$ cat config.mk
export PLATFORM = sky130hd
export DESIGN_NAME = if_prefetch_unit_flat
export DESIGN_NICKNAME = d
export VERILOG_FILES = /design/src/rtl/if_prefetch_unit_pkg.sv /design/src/rtl/if_prefetch_unit_if.sv /design/src/rtl/if_prefetch_unit_fifo.sv /design/src/rtl/if_prefetch_unit.sv /design/src/flat_wrapper.sv
export SDC_FILE = /design/constraint.sdc
export NUM_CORES = 1
export LEC_CHECK = 0
export BUFFER_PORTS_ARGS = -buffer_cell sky130_fd_sc_hd__buf_2
export CAP_MARGIN = 20
export CORE_MARGIN = 10
export CORE_UTILIZATION = 55
export DETAILED_ROUTE_END_ITERATION = 16
export MAX_ROUTING_LAYER = met4
export PLACE_DENSITY = 0.77
export SETUP_SLACK_MARGIN = 0.4
export SLEW_MARGIN = 20
export SYNTH_ARGS = -nofsm -noshare
export SYNTH_HDL_FRONTEND = slang
export SYNTH_SLANG_ARGS = --single-unit
$ cat constraint.sdc
create_clock -name clk -period 6.09 [get_ports clk]
set_input_delay 0.609 -clock clk [delete_from_list [all_inputs] [get_ports clk]]
set_output_delay 0.609 -clock clk [all_outputs]
set_load 0.02 [all_outputs]
$ cat src/rtl/if_prefetch_unit_pkg.sv
// Shared RISC-V fetch definitions: default widths, reset PC, NOP encoding and a
// saturating-add helper used by the optional performance counters.
package if_prefetch_unit_pkg;

  localparam int unsigned DefXlen    = 32;
  localparam int unsigned DefPcWidth = 32;
  localparam logic [31:0] DefResetPc = 32'h0000_0000;
  localparam logic [31:0] InstNop    = 32'h0000_0013;

  function automatic logic [31:0] sat_add32(input logic [31:0] a, input logic [31:0] b);
    logic [32:0] sum;
    sum = {1'b0, a} + {1'b0, b};
    return sum[32] ? 32'hFFFF_FFFF : sum[31:0];
  endfunction

endpackage

$ cat src/rtl/if_prefetch_unit_if.sv
// Fetch-unit bus bundle: instruction-memory request/response, EX redirect and
// the valid/ready instruction hand-off to ID.
interface if_prefetch_unit_if
  import if_prefetch_unit_pkg::*;
#(
  parameter int unsigned XLEN     = DefXlen,
  parameter int unsigned PC_WIDTH = DefPcWidth
);

  logic                mem_req_o;
  logic [XLEN-1:0]     mem_addr_o;
  logic                mem_gnt_i;
  logic                mem_rvalid_i;
  logic [XLEN-1:0]     mem_rdata_i;
  logic                redirect_i;
  logic [PC_WIDTH-1:0] redirect_pc_i;
  logic                inst_valid_o;
  logic                inst_ready_i;
  logic [XLEN-1:0]     inst_o;
  logic [PC_WIDTH-1:0] pc_o;
  logic [PC_WIDTH-1:0] pcplus4_o;

  modport master (
    output mem_req_o, mem_addr_o,
    input  mem_gnt_i, mem_rvalid_i, mem_rdata_i,
    input  redirect_i, redirect_pc_i,
    output inst_valid_o, inst_o, pc_o, pcplus4_o,
    input  inst_ready_i
  );

  modport slave (
    input  mem_req_o, mem_addr_o,
    output mem_gnt_i, mem_rvalid_i, mem_rdata_i,
    output redirect_i, redirect_pc_i,
    input  inst_valid_o, inst_o, pc_o, pcplus4_o,
    output inst_ready_i
  );

endinterface

$ cat src/rtl/if_prefetch_unit_fifo.sv
// Synchronous prefetch queue holding {pc, inst}; a flush empties it in one
// cycle and takes priority over push and pop.
module if_fifo #(
  parameter int unsigned WIDTH = 64,
  parameter int unsigned DEPTH = 4
) (
  input  logic                     clk,
  input  logic                     rst,
  input  logic                     flush,
  input  logic                     push,
  input  logic [WIDTH-1:0]         wdata,
  input  logic                     pop,
  output logic [WIDTH-1:0]         rdata,
  output logic                     empty,
  output logic [$clog2(DEPTH):0]   count
);

  localparam int unsigned AW = $clog2(DEPTH);
  localparam logic [AW:0] DepthW = (AW + 1)'(DEPTH);

  logic [AW-1:0]    wr_ptr_q, rd_ptr_q;
  logic [AW:0]      count_q;
  logic [WIDTH-1:0] mem_q [DEPTH];
  logic             full, do_push, do_pop;

  assign full    = (count_q == DepthW);
  assign empty   = (count_q == '0);
  assign do_push = push & ~full;
  assign do_pop  = pop & ~empty;
  assign count   = count_q;
  assign rdata   = mem_q[rd_ptr_q];

  always_ff @(posedge clk or posedge rst) begin
    if (rst) begin
      wr_ptr_q <= '0;
      rd_ptr_q <= '0;
      count_q  <= '0;
    end else if (flush) begin
      wr_ptr_q <= '0;
      rd_ptr_q <= '0;
      count_q  <= '0;
    end else begin
      if (do_push) wr_ptr_q <= wr_ptr_q + 1'b1;
      if (do_pop)  rd_ptr_q <= rd_ptr_q + 1'b1;
      count_q <= count_q + (AW + 1)'(do_push) - (AW + 1)'(do_pop);
    end
  end

  // Storage needs no reset: an entry is only read after it has been written.
  always_ff @(posedge clk) begin
    if (do_push && !flush) mem_q[wr_ptr_q] <= wdata;
  end

endmodule

$ cat src/rtl/if_prefetch_unit.sv
// Instruction prefetch unit: credit-limited sequential fetch, in-order response
// queue, redirect flush with stale-response dropping. IF_PERF_CNT_EN adds counters.
module if_prefetch_unit
  import if_prefetch_unit_pkg::*;
#(
  parameter int unsigned         XLEN     = DefXlen,
  parameter int unsigned         PC_WIDTH = DefPcWidth,
  parameter int unsigned         DEPTH    = 4,
  parameter logic [PC_WIDTH-1:0] RESET_PC = PC_WIDTH'(DefResetPc)
) (
  input  logic               clk,
  input  logic               rst,
  if_prefetch_unit_if.master bus
`ifdef IF_PERF_CNT_EN
  ,
  output logic [31:0]        stall_cycles_o,
  output logic [31:0]        empty_cycles_o,
  output logic [31:0]        dropped_o
`endif
);

  localparam int unsigned CW = $clog2(DEPTH) + 1;
  localparam logic [CW:0] DepthW = (CW + 1)'(DEPTH);
  localparam logic [PC_WIDTH-1:0] AlignMask = ~PC_WIDTH'(3);

  logic [PC_WIDTH-1:0]      fetch_pc_q, fetch_pc_d;
  logic [PC_WIDTH-1:0]      resp_pc_q, resp_pc_d;
  logic [CW-1:0]            outstanding_q, outstanding_d;
  logic [CW-1:0]            drop_q, drop_d;
  logic [CW-1:0]            fifo_count;
  logic [CW:0]              credit_sum;
  logic [PC_WIDTH+XLEN-1:0] fifo_head;
  logic                     fifo_empty;
  logic [PC_WIDTH-1:0]      redirect_pc;
  logic                     mem_req, grant, resp, resp_drop, push, pop;

  assign redirect_pc = bus.redirect_pc_i & AlignMask;
  assign credit_sum  = {1'b0, fifo_count} + {1'b0, outstanding_q};
  // Queued plus in-flight words never exceed DEPTH, so a response always fits.
  assign mem_req     = ~rst & ~bus.redirect_i & (credit_sum < DepthW);
  assign grant       = mem_req & bus.mem_gnt_i;
  assign resp        = bus.mem_rvalid_i & (outstanding_q != '0);
  // Responses landing in the redirect cycle belong to the old stream.
  assign resp_drop   = resp & ((drop_q != '0) | bus.redirect_i);
  assign push        = resp & ~resp_drop;
  assign pop         = ~fifo_empty & bus.inst_ready_i & ~bus.redirect_i;

  always_comb begin
    outstanding_d = outstanding_q + CW'(grant) - CW'(resp);
    drop_d        = drop_q - CW'(resp & (drop_q != '0));
    fetch_pc_d    = fetch_pc_q;
    resp_pc_d     = resp_pc_q;
    if (bus.redirect_i) begin
      // Everything still in flight after this cycle is stale.
      drop_d     = outstanding_d;
      fetch_pc_d = redirect_pc;
      resp_pc_d  = redirect_pc;
    end else begin
      if (grant) fetch_pc_d = fetch_pc_q + PC_WIDTH'(4);
      if (push)  resp_pc_d  = resp_pc_q + PC_WIDTH'(4);
    end
  end

  always_ff @(posedge clk or posedge rst) begin
    if (rst) begin
      fetch_pc_q    <= RESET_PC & AlignMask;
      resp_pc_q     <= RESET_PC & AlignMask;
      outstanding_q <= '0;
      drop_q        <= '0;
    end else begin
      fetch_pc_q    <= fetch_pc_d;
      resp_pc_q     <= resp_pc_d;
      outstanding_q <= outstanding_d;
      drop_q        <= drop_d;
    end
  end

  if_fifo #(
    .WIDTH(PC_WIDTH + XLEN),
    .DEPTH(DEPTH)
  ) u_fifo (
    .clk  (clk),
    .rst  (rst),
    .flush(bus.redirect_i),
    .push (push),
    .wdata({resp_pc_q, bus.mem_rdata_i}),
    .pop  (pop),
    .rdata(fifo_head),
    .empty(fifo_empty),
    .count(fifo_count)
  );

  assign bus.mem_req_o    = mem_req;
  assign bus.mem_addr_o   = XLEN'(fetch_pc_q & AlignMask);
  assign bus.inst_valid_o = ~fifo_empty;
  assign bus.inst_o       = fifo_empty ? XLEN'(InstNop) : fifo_head[XLEN-1:0];
  assign bus.pc_o         = fifo_head[XLEN +: PC_WIDTH];
  assign bus.pcplus4_o    = fifo_head[XLEN +: PC_WIDTH] + PC_WIDTH'(4);

`ifdef IF_PERF_CNT_EN
  logic [31:0] stall_q, empty_q, dropped_q, dropped_inc;

  // A flush discards every queued entry; the redirect-cycle dequeue is ignored.
  assign dropped_inc = 32'(resp_drop) + (bus.redirect_i ? 32'(fifo_count) : 32'd0);

  always_ff @(posedge clk or posedge rst) begin
    if (rst) begin
      stall_q   <= '0;
      empty_q   <= '0;
      dropped_q <= '0;
    end else begin
      stall_q   <= sat_add32(stall_q, 32'(~fifo_empty & ~bus.inst_ready_i));
      empty_q   <= sat_add32(empty_q, 32'(fifo_empty));
      dropped_q <= sat_add32(dropped_q, dropped_inc);
    end
  end

  assign stall_cycles_o = stall_q;
  assign empty_cycles_o = empty_q;
  assign dropped_o      = dropped_q;
`endif

endmodule

$ cat src/flat_wrapper.sv
// flat-port wrapper written by rule: the top's interface ports become plain ports
module if_prefetch_unit_flat import if_prefetch_unit_pkg::*;
#(
  parameter int unsigned         XLEN     = DefXlen,
  parameter int unsigned         PC_WIDTH = DefPcWidth,
  parameter int unsigned         DEPTH    = 4,
  parameter logic [PC_WIDTH-1:0] RESET_PC = PC_WIDTH'(DefResetPc)
)
  (clk, rst, bus_mem_req_o, bus_mem_addr_o, bus_mem_gnt_i, bus_mem_rvalid_i, bus_mem_rdata_i, bus_redirect_i, bus_redirect_pc_i, bus_inst_valid_o, bus_inst_o, bus_pc_o, bus_pcplus4_o, bus_inst_ready_i);
  if_prefetch_unit_if #(.XLEN(XLEN), .PC_WIDTH(PC_WIDTH)) bus_i ();
  input  logic clk;
  input  logic rst;
  output wire logic [$bits(bus_i.mem_req_o)-1:0] bus_mem_req_o;
  output wire logic [$bits(bus_i.mem_addr_o)-1:0] bus_mem_addr_o;
  input wire logic [$bits(bus_i.mem_gnt_i)-1:0] bus_mem_gnt_i;
  input wire logic [$bits(bus_i.mem_rvalid_i)-1:0] bus_mem_rvalid_i;
  input wire logic [$bits(bus_i.mem_rdata_i)-1:0] bus_mem_rdata_i;
  input wire logic [$bits(bus_i.redirect_i)-1:0] bus_redirect_i;
  input wire logic [$bits(bus_i.redirect_pc_i)-1:0] bus_redirect_pc_i;
  output wire logic [$bits(bus_i.inst_valid_o)-1:0] bus_inst_valid_o;
  output wire logic [$bits(bus_i.inst_o)-1:0] bus_inst_o;
  output wire logic [$bits(bus_i.pc_o)-1:0] bus_pc_o;
  output wire logic [$bits(bus_i.pcplus4_o)-1:0] bus_pcplus4_o;
  input wire logic [$bits(bus_i.inst_ready_i)-1:0] bus_inst_ready_i;
  assign bus_mem_req_o = bus_i.mem_req_o;
  assign bus_mem_addr_o = bus_i.mem_addr_o;
  assign bus_i.mem_gnt_i = bus_mem_gnt_i;
  assign bus_i.mem_rvalid_i = bus_mem_rvalid_i;
  assign bus_i.mem_rdata_i = bus_mem_rdata_i;
  assign bus_i.redirect_i = bus_redirect_i;
  assign bus_i.redirect_pc_i = bus_redirect_pc_i;
  assign bus_inst_valid_o = bus_i.inst_valid_o;
  assign bus_inst_o = bus_i.inst_o;
  assign bus_pc_o = bus_i.pc_o;
  assign bus_pcplus4_o = bus_i.pcplus4_o;
  assign bus_i.inst_ready_i = bus_inst_ready_i;
  if_prefetch_unit #(.XLEN(XLEN), .PC_WIDTH(PC_WIDTH), .DEPTH(DEPTH), .RESET_PC(RESET_PC)) u_core (.clk(clk), .rst(rst), .bus(bus_i));
endmodule
# Word level (Yosys, flattened, before mapping)
# Memory sizes are Yosys's and may differ from the RTL's.
# Cells that the tools add are included.
dict set report op_classes {
  n_addsub 11
  order_cmp 1
  eq_ne 1
  n_mux 13
  bitwise_logic 17
  n_reduce_logical 9
}
# operator count
set op_table {}
lappend op_table {{$mux W32} 5}
lappend op_table {{$add A32 B3 Y32 const B} 3}
lappend op_table {{$and A1 B1 Y1} 11}
lappend op_table {{$mux W2} 4}
lappend op_table {{$reduce_bool A2 Y1} 4}
lappend op_table {{$add A3 B1 Y3} 2}
lappend op_table {{$mux W3} 2}
lappend op_table {{$reduce_bool A3 Y1} 2}
lappend op_table {{$sub A3 B1 Y3} 2}
lappend op_table {{$not A1 Y1} 5}
lappend op_table {{$add A2 B1 Y2 const B} 2}
lappend op_table {{$add A3 B3 Y4} 1}
lappend op_table {{$lt A4 B3 Y1 const B} 1}
lappend op_table {{$eq A3 B3 Y1 const B} 1}
lappend op_table {{$logic_not A3 Y1} 1}
lappend op_table {{$sub A3 B3 Y3} 1}
lappend op_table {{$mux W1} 2}
lappend op_table {{$logic_and A1 B1 Y1} 1}
lappend op_table {{$logic_not A1 Y1} 1}
lappend op_table {{$or A1 B1 Y1} 1}
dict set report word_totals {
  register_bits 77
  mem_bits_rw 256
  inputBits 70
  output_inout_bits 130
  word_cells 60
  n_memories 1
}
# memory depth word_bits read_ports rd_clocked_by_memory_dff write_ports line_no
set mem_list {}
lappend mem_list {u_core.u_fifo.mem_q 4 64 1 0 1 if_prefetch_unit_fifo.sv:23} ;# logic [WIDTH-1:0] mem_q [DEPTH];

# Longest topological paths before layout
dict set report depth {
  ltp_word 9
  ltp_mapped 12
  depth_no_buf 11
}

# Hierarchy
# Synthesis repeated with hierarchy kept, for this count alone.
dict set report unflattened {
  hier_cells 905
  hier_area_um2 14256.2
}
# module instances cells_per_inst area_per_inst_um2 seq_area_each_um2
set modules_own_cells {}
lappend modules_own_cells {if_fifo 1 383 9698.1 7862.5}
lappend modules_own_cells {if_prefetch_unit 1 522 4558.1 1651.6}

# Least setup slack after synthesis
# OpenSTA, ideal clock, no wires.
dict set report synth_timing {
  path_type {in2reg}
  startpoint {input port rst}
  endpoint {register u_core.drop_q[1]}
  setup_ns 0.137
  t_arrival_ns 3.963
  required_ns 5.953
  setup_slack_ns 1.990
  cell_stages 9
  n_path_buf 2
  cell_sequence {inv_1 -> nand4_1 -> inv_1 -> buf_2 -> buf_2 -> ha_1 -> fa_1 -> nor2_1 -> a21oi_1}
}
dict set report synth_via {
  elab_chain_cells 7
}
# element line_no
set synth_rtl {}
lappend synth_rtl {{start, declared} flat_wrapper.sv:12} ;# input logic rst;
lappend synth_rtl {{$not A1 Y1} if_prefetch_unit.sv:40} ;# assign mem_req = ~rst & ~bus.redirect_i & (credit_sum < DepthW);
lappend synth_rtl {{$and A1 B1 Y1 (2 in a row)} if_prefetch_unit.sv:40}
lappend synth_rtl {{$and A1 B1 Y1} if_prefetch_unit.sv:41} ;# assign grant = mem_req & bus.mem_gnt_i;
lappend synth_rtl {{$add A3 B1 Y3} if_prefetch_unit.sv:49} ;# outstanding_d = outstanding_q + CW'(grant) - CW'(resp);
lappend synth_rtl {{$sub A3 B1 Y3} if_prefetch_unit.sv:49}
lappend synth_rtl {{via u_core.outstanding_d[1]} if_prefetch_unit.sv:28} ;# logic [CW-1:0] outstanding_q, outstanding_d;
lappend synth_rtl {{$mux W3} if_prefetch_unit.sv:53} ;# if (bus.redirect_i) begin
lappend synth_rtl {{via u_core.drop_d[1]} if_prefetch_unit.sv:29} ;# logic [CW-1:0] drop_q, drop_d;
lappend synth_rtl {{end signal, assigned} if_prefetch_unit.sv:74} ;# drop_q <= drop_d;
lappend synth_rtl {{end, declared} if_prefetch_unit.sv:29}
# The timed path passes the listed nets, and every way through them passes these cells.
# A chain may end at the register's enable or synchronous reset.

# Worst setup path after layout
dict set report layout_timing {
  startpoint {register u_core.u_fifo.rd_ptr_q[1]}
  endpoint {output port bus_pcplus4_o[22]}
}
dict set report layout_via {
  elab_chain_cells 2
}
# element line_no
set layout_rtl {}
lappend layout_rtl {{start, declared} if_prefetch_unit_fifo.sv:21} ;# logic [AW-1:0] wr_ptr_q, rd_ptr_q;
lappend layout_rtl {{start signal, assigned} if_prefetch_unit_fifo.sv:44} ;# if (do_pop) rd_ptr_q <= rd_ptr_q + 1'b1;
lappend layout_rtl {{$mem_v2 Z4 W64} --}
lappend layout_rtl {{$add A32 B3 Y32} if_prefetch_unit.sv:98} ;# assign bus.pcplus4_o = fifo_head[XLEN +: PC_WIDTH] + PC_WIDTH'(4);
lappend layout_rtl {{end, declared} flat_wrapper.sv:23} ;# output wire logic [$bits(bus_i.pcplus4_o)-1:0] bus_pcplus4_o;
# No other way between the ends.

==> results_dict.tcl <==
set metrics [dict create \
    cp-end-kind "output port" \
    synth_top_family_by_area "simple AND/OR/NAND/NOR gates" \
    synth.area.top_cells "edfxtp_1 (53%), dfrtp_1 (13%), mux4_2 (9.1%), xnor2_1 (2.5%), nand3_1 (2.0%)" \
    hp-class "primary input to register" \
    cts_tree "built" \
    min_period_ns 4.06 \
    slowest_stage "dfrtp_2" \
    syn-instance-count 917 \
    grt_pass1_vias 8961 \
    tns_ns 0 \
    fp.dieH_um 180 \
    ys_seq_elements 321 \
    drt_iter0_markers 724 \
    synthMuxAreaShare 0.109 \
    crit_arrival_ns 3.45 \
    synth-edff-count 248 \
    netlist_area_sq_mm 0.0141 \
    place_congestion 0.866 \
    synthXorXnorAreaFrac 0.0378 \
    synth_area_leader_cell "edfxtp_1" \
    areaGrowthSynthToFinish_pct 16.1 \
    totalWireLength_um 31700 \
    p_leak_nw 5.98 \
    irDropWorstVdd_v 0.000279 \
    yosys.area_share.simple 0.120 \
    startpoint_type "register" \
    async_flop_share 0.227 \
    synth.avg_cell_area_sq_um 15.4 \
    drtPass1Iterations 5 \
    cts_hold_buf 0 \
    slew_viol_final 0 \
    post_cts_buffers 0 \
    synth.top_cell.area_share 0.527 \
    num_rows 58 \
    viasPerCell 5.91 \
    worstPathCellList "mux4_2 -> ha_1 -> nand2_1 -> nor3_4 -> nand4_1 -> xnor2_1 -> buf_2" \
    critical_path_class "register to output port" \
    clk_latency_ns 0.55 \
    grt_pass1_wl_um 50500 \
    die_x_um 180 \
    p_total_w 0.00625 \
    antenna_found_initial 0 \
    drc 0 \
    cp_slowest_stage_delay_ns 1.04 \
    htree_levels 1 \
    yosysSeqAreaShare 0.656 \
    cts_buffer_depth 3 \
    setup_viol 0 \
    fin_cells 1470 \
    synthFlopType "edfxtp_1" \
    critPathMaxFanout 42 \
    finalHoldViolations 0 \
    coreArea_sq_mm 0.0253 \
    clk_pin_slew_worst_paths_ns 0.07 \
    wl_per_cell_um 21.5 \
    cp_data_required_time_ns 5.48 \
    synthAdderAreaFrac 0.0161 \
    cts_buffers 31 \
    fin_worst_skew_ns 0.00797 \
    cts_sinks 321 \
    grt_overflow 0 \
    maxCapViolations 0 \
    drive_gt1_frac 0.306 \
    nets 1201 \
    max_freq_mhz 246 \
    clock-root-buffer "clkbuf_16" \
    post-route-period-util 0.667 \
    grt.total_usage 0.197 \
    num_vias 8692 \
    placed_cells 1411 \
    design.portCount 200 \
    nFillCells 1817 \
    start_util 0.560 \
    yosysWarnings 0 \
    worst_pin_slew_ns 1.03 \
    dp_hpwl_um 21300 \
    p_per_area_mw_per_mm2 380 \
    status "completed" \
    dieArea_sq_mm 0.0325 \
    cts-resized-gates 0 \
    synth_compound_area_frac 0.0357 \
    slew_headroom 0.313 \
    ys_types 59 \
    grt_max_degree 75 \
    final_antenna_net_count 0 \
    rsz0062_at_grt "no" \
    portBuffers 191 \
]
## where the power goes
| part | internal, W | leakage [nW] | total [W] | switching (W) |
|---|---|---|---|---|
| Clock | 0.00115 | 0.509 | 0.00192 | 0.000767 |
| Sequential | 0.00249 | 3.12 | 0.00270 | 0.000202 |
| Combinational | 0.000654 | 2.36 | 0.00163 | 0.000978 |
| Total | 0.00430 | 5.98 | 0.00625 | 0.00195 |
## cell families after synthesis
family,after synthesis
AND/OR/NAND/NOR,296
multiplexers,74
other,1
flip-flops,321
XOR/XNOR,61
AO/OA/AOI/OAI,77
buffers and inverters,70
adder cells (fa/ha/maj),17
## metrics by stage
step | hold WS [ns] | utilization | cell area, sq um | worst slack [ns]
finish | 0.277 | 0.650 | 16400 | 2.03
global route | 0.257 | 0.650 | 16400 | 1.74
global placement | 0.529 | 0.609 | 15400 | 2.16
detailed placement | 0.543 | 0.609 | 15400 | 2.09
floorplan | 0.484 | - | 14200 | 1.99
CTS | 0.255 | 0.650 | 16400 | 1.93
## critical path: cells and delay by family, from the launching register on
| kind | cells | cell delay [ns] |
|---|---|---|
| adders and majority gates | 1 | 0.28 |
| and+or+nand+nor | 3 | 0.74 |
| DFF | 1 | 1.04 |
| muxes | 1 | 0.46 |
| xor gates and xnor gates | 1 | 0.19 |
| buffers and inverters | 1 | 0.19 |
## synthesized netlist by cell type, types with 10 or more instances
master / n
o211ai_1: 17
and2_1: 39
xnor2_1: 40
edfxtp_1: 248
o311ai_0: 10
mux2_2: 10
clkbuf_1: 19
nor2_1: 37
ha_1: 15
nand3_1: 57
mux4_2: 57
nand4_1: 29
nand2_1: 57
dfrtp_1: 73
or4_1: 10
xor2_1: 21
o21ai_0: 26
inv_1: 27
## sequential cells by signal, indices dropped and copies added (netlist names)
signal,flops
u_core.u_fifo.rd_ptr_q,2
u_core.u_fifo.wr_ptr_q,2
u_core.resp_pc_q,30
u_core.u_fifo.count,3
u_core.drop_q,3
u_core.fetch_pc_q,30
u_core.outstanding_q,3
u_core.u_fifo.mem_q,248
## area by class of cell
cell class	count	area (sq um)	area share
flip-flops and latches	321	9280	0.565
multi-input cells	531	4540	0.276
repair buffers	202	1040	0.0633
clock buffers	47	906	0.0552
well taps	330	413	0.0252
clock inverters	11	138	0.00838
inverters	27	101	0.00617
diodes	1	2.50	0.000152
## placed cells by master, fill, tap and decap left out, drive strengths merged, types with 5 or more instances in the layout
cell type / netlist / final
or3: 9 / 9
inv: 27 / 28
buf: 24 / 202
ha: 15 / 15
mux4: 62 / 62
clkinv: 0 / 6
and2: 39 / 39
edfxtp: 248 / 248
a21oi: 9 / 9
nand4: 36 / 36
dfrtp: 73 / 73
conb: 1 / 6
o211ai: 17 / 17
or2: 7 / 7
nor2: 38 / 38
o311ai: 10 / 10
nor3: 12 / 12
nand3: 60 / 60
nand2: 57 / 57
a31oi: 5 / 5
mux2: 10 / 10
o21ai: 26 / 26
clkbuf: 19 / 47
xnor2: 40 / 40
or4: 10 / 10
nor4: 7 / 7
xor2: 21 / 21
and4: 5 / 5
and3: 9 / 9
## layer usage
metal  wire [um]  up-vias  GRT usage
met5           0        -          -
li1            -     3956          -
met1       14100     4342      0.278
met3        2080       33     0.0331
met2       15000      361      0.295
met4         511        0     0.0453
## final timing paths
path	start	to	slack, ns	depth (start not counted)
setup / recovery	u_core.u_fifo.rd_ptr_q[1]	bus_pcplus4_o[22]	2.03	7
hold / removal	bus_mem_rdata_i[11]	u_core.u_fifo.mem_q[2][11]	0.28	1
setup reg to reg	u_core.drop_q[1]	u_core.u_fifo.mem_q[1][45]	2.37	5
hold reg to reg	u_core.u_fifo.wr_ptr_q[0]	u_core.u_fifo.wr_ptr_q[0]	0.55	1
max in group asynchronous	rst	u_core.u_fifo.rd_ptr_q[0]	5.03	3
min in group asynchronous	rst	u_core.outstanding_q[0]	0.35	3
(Power assumes the default switching activity.)
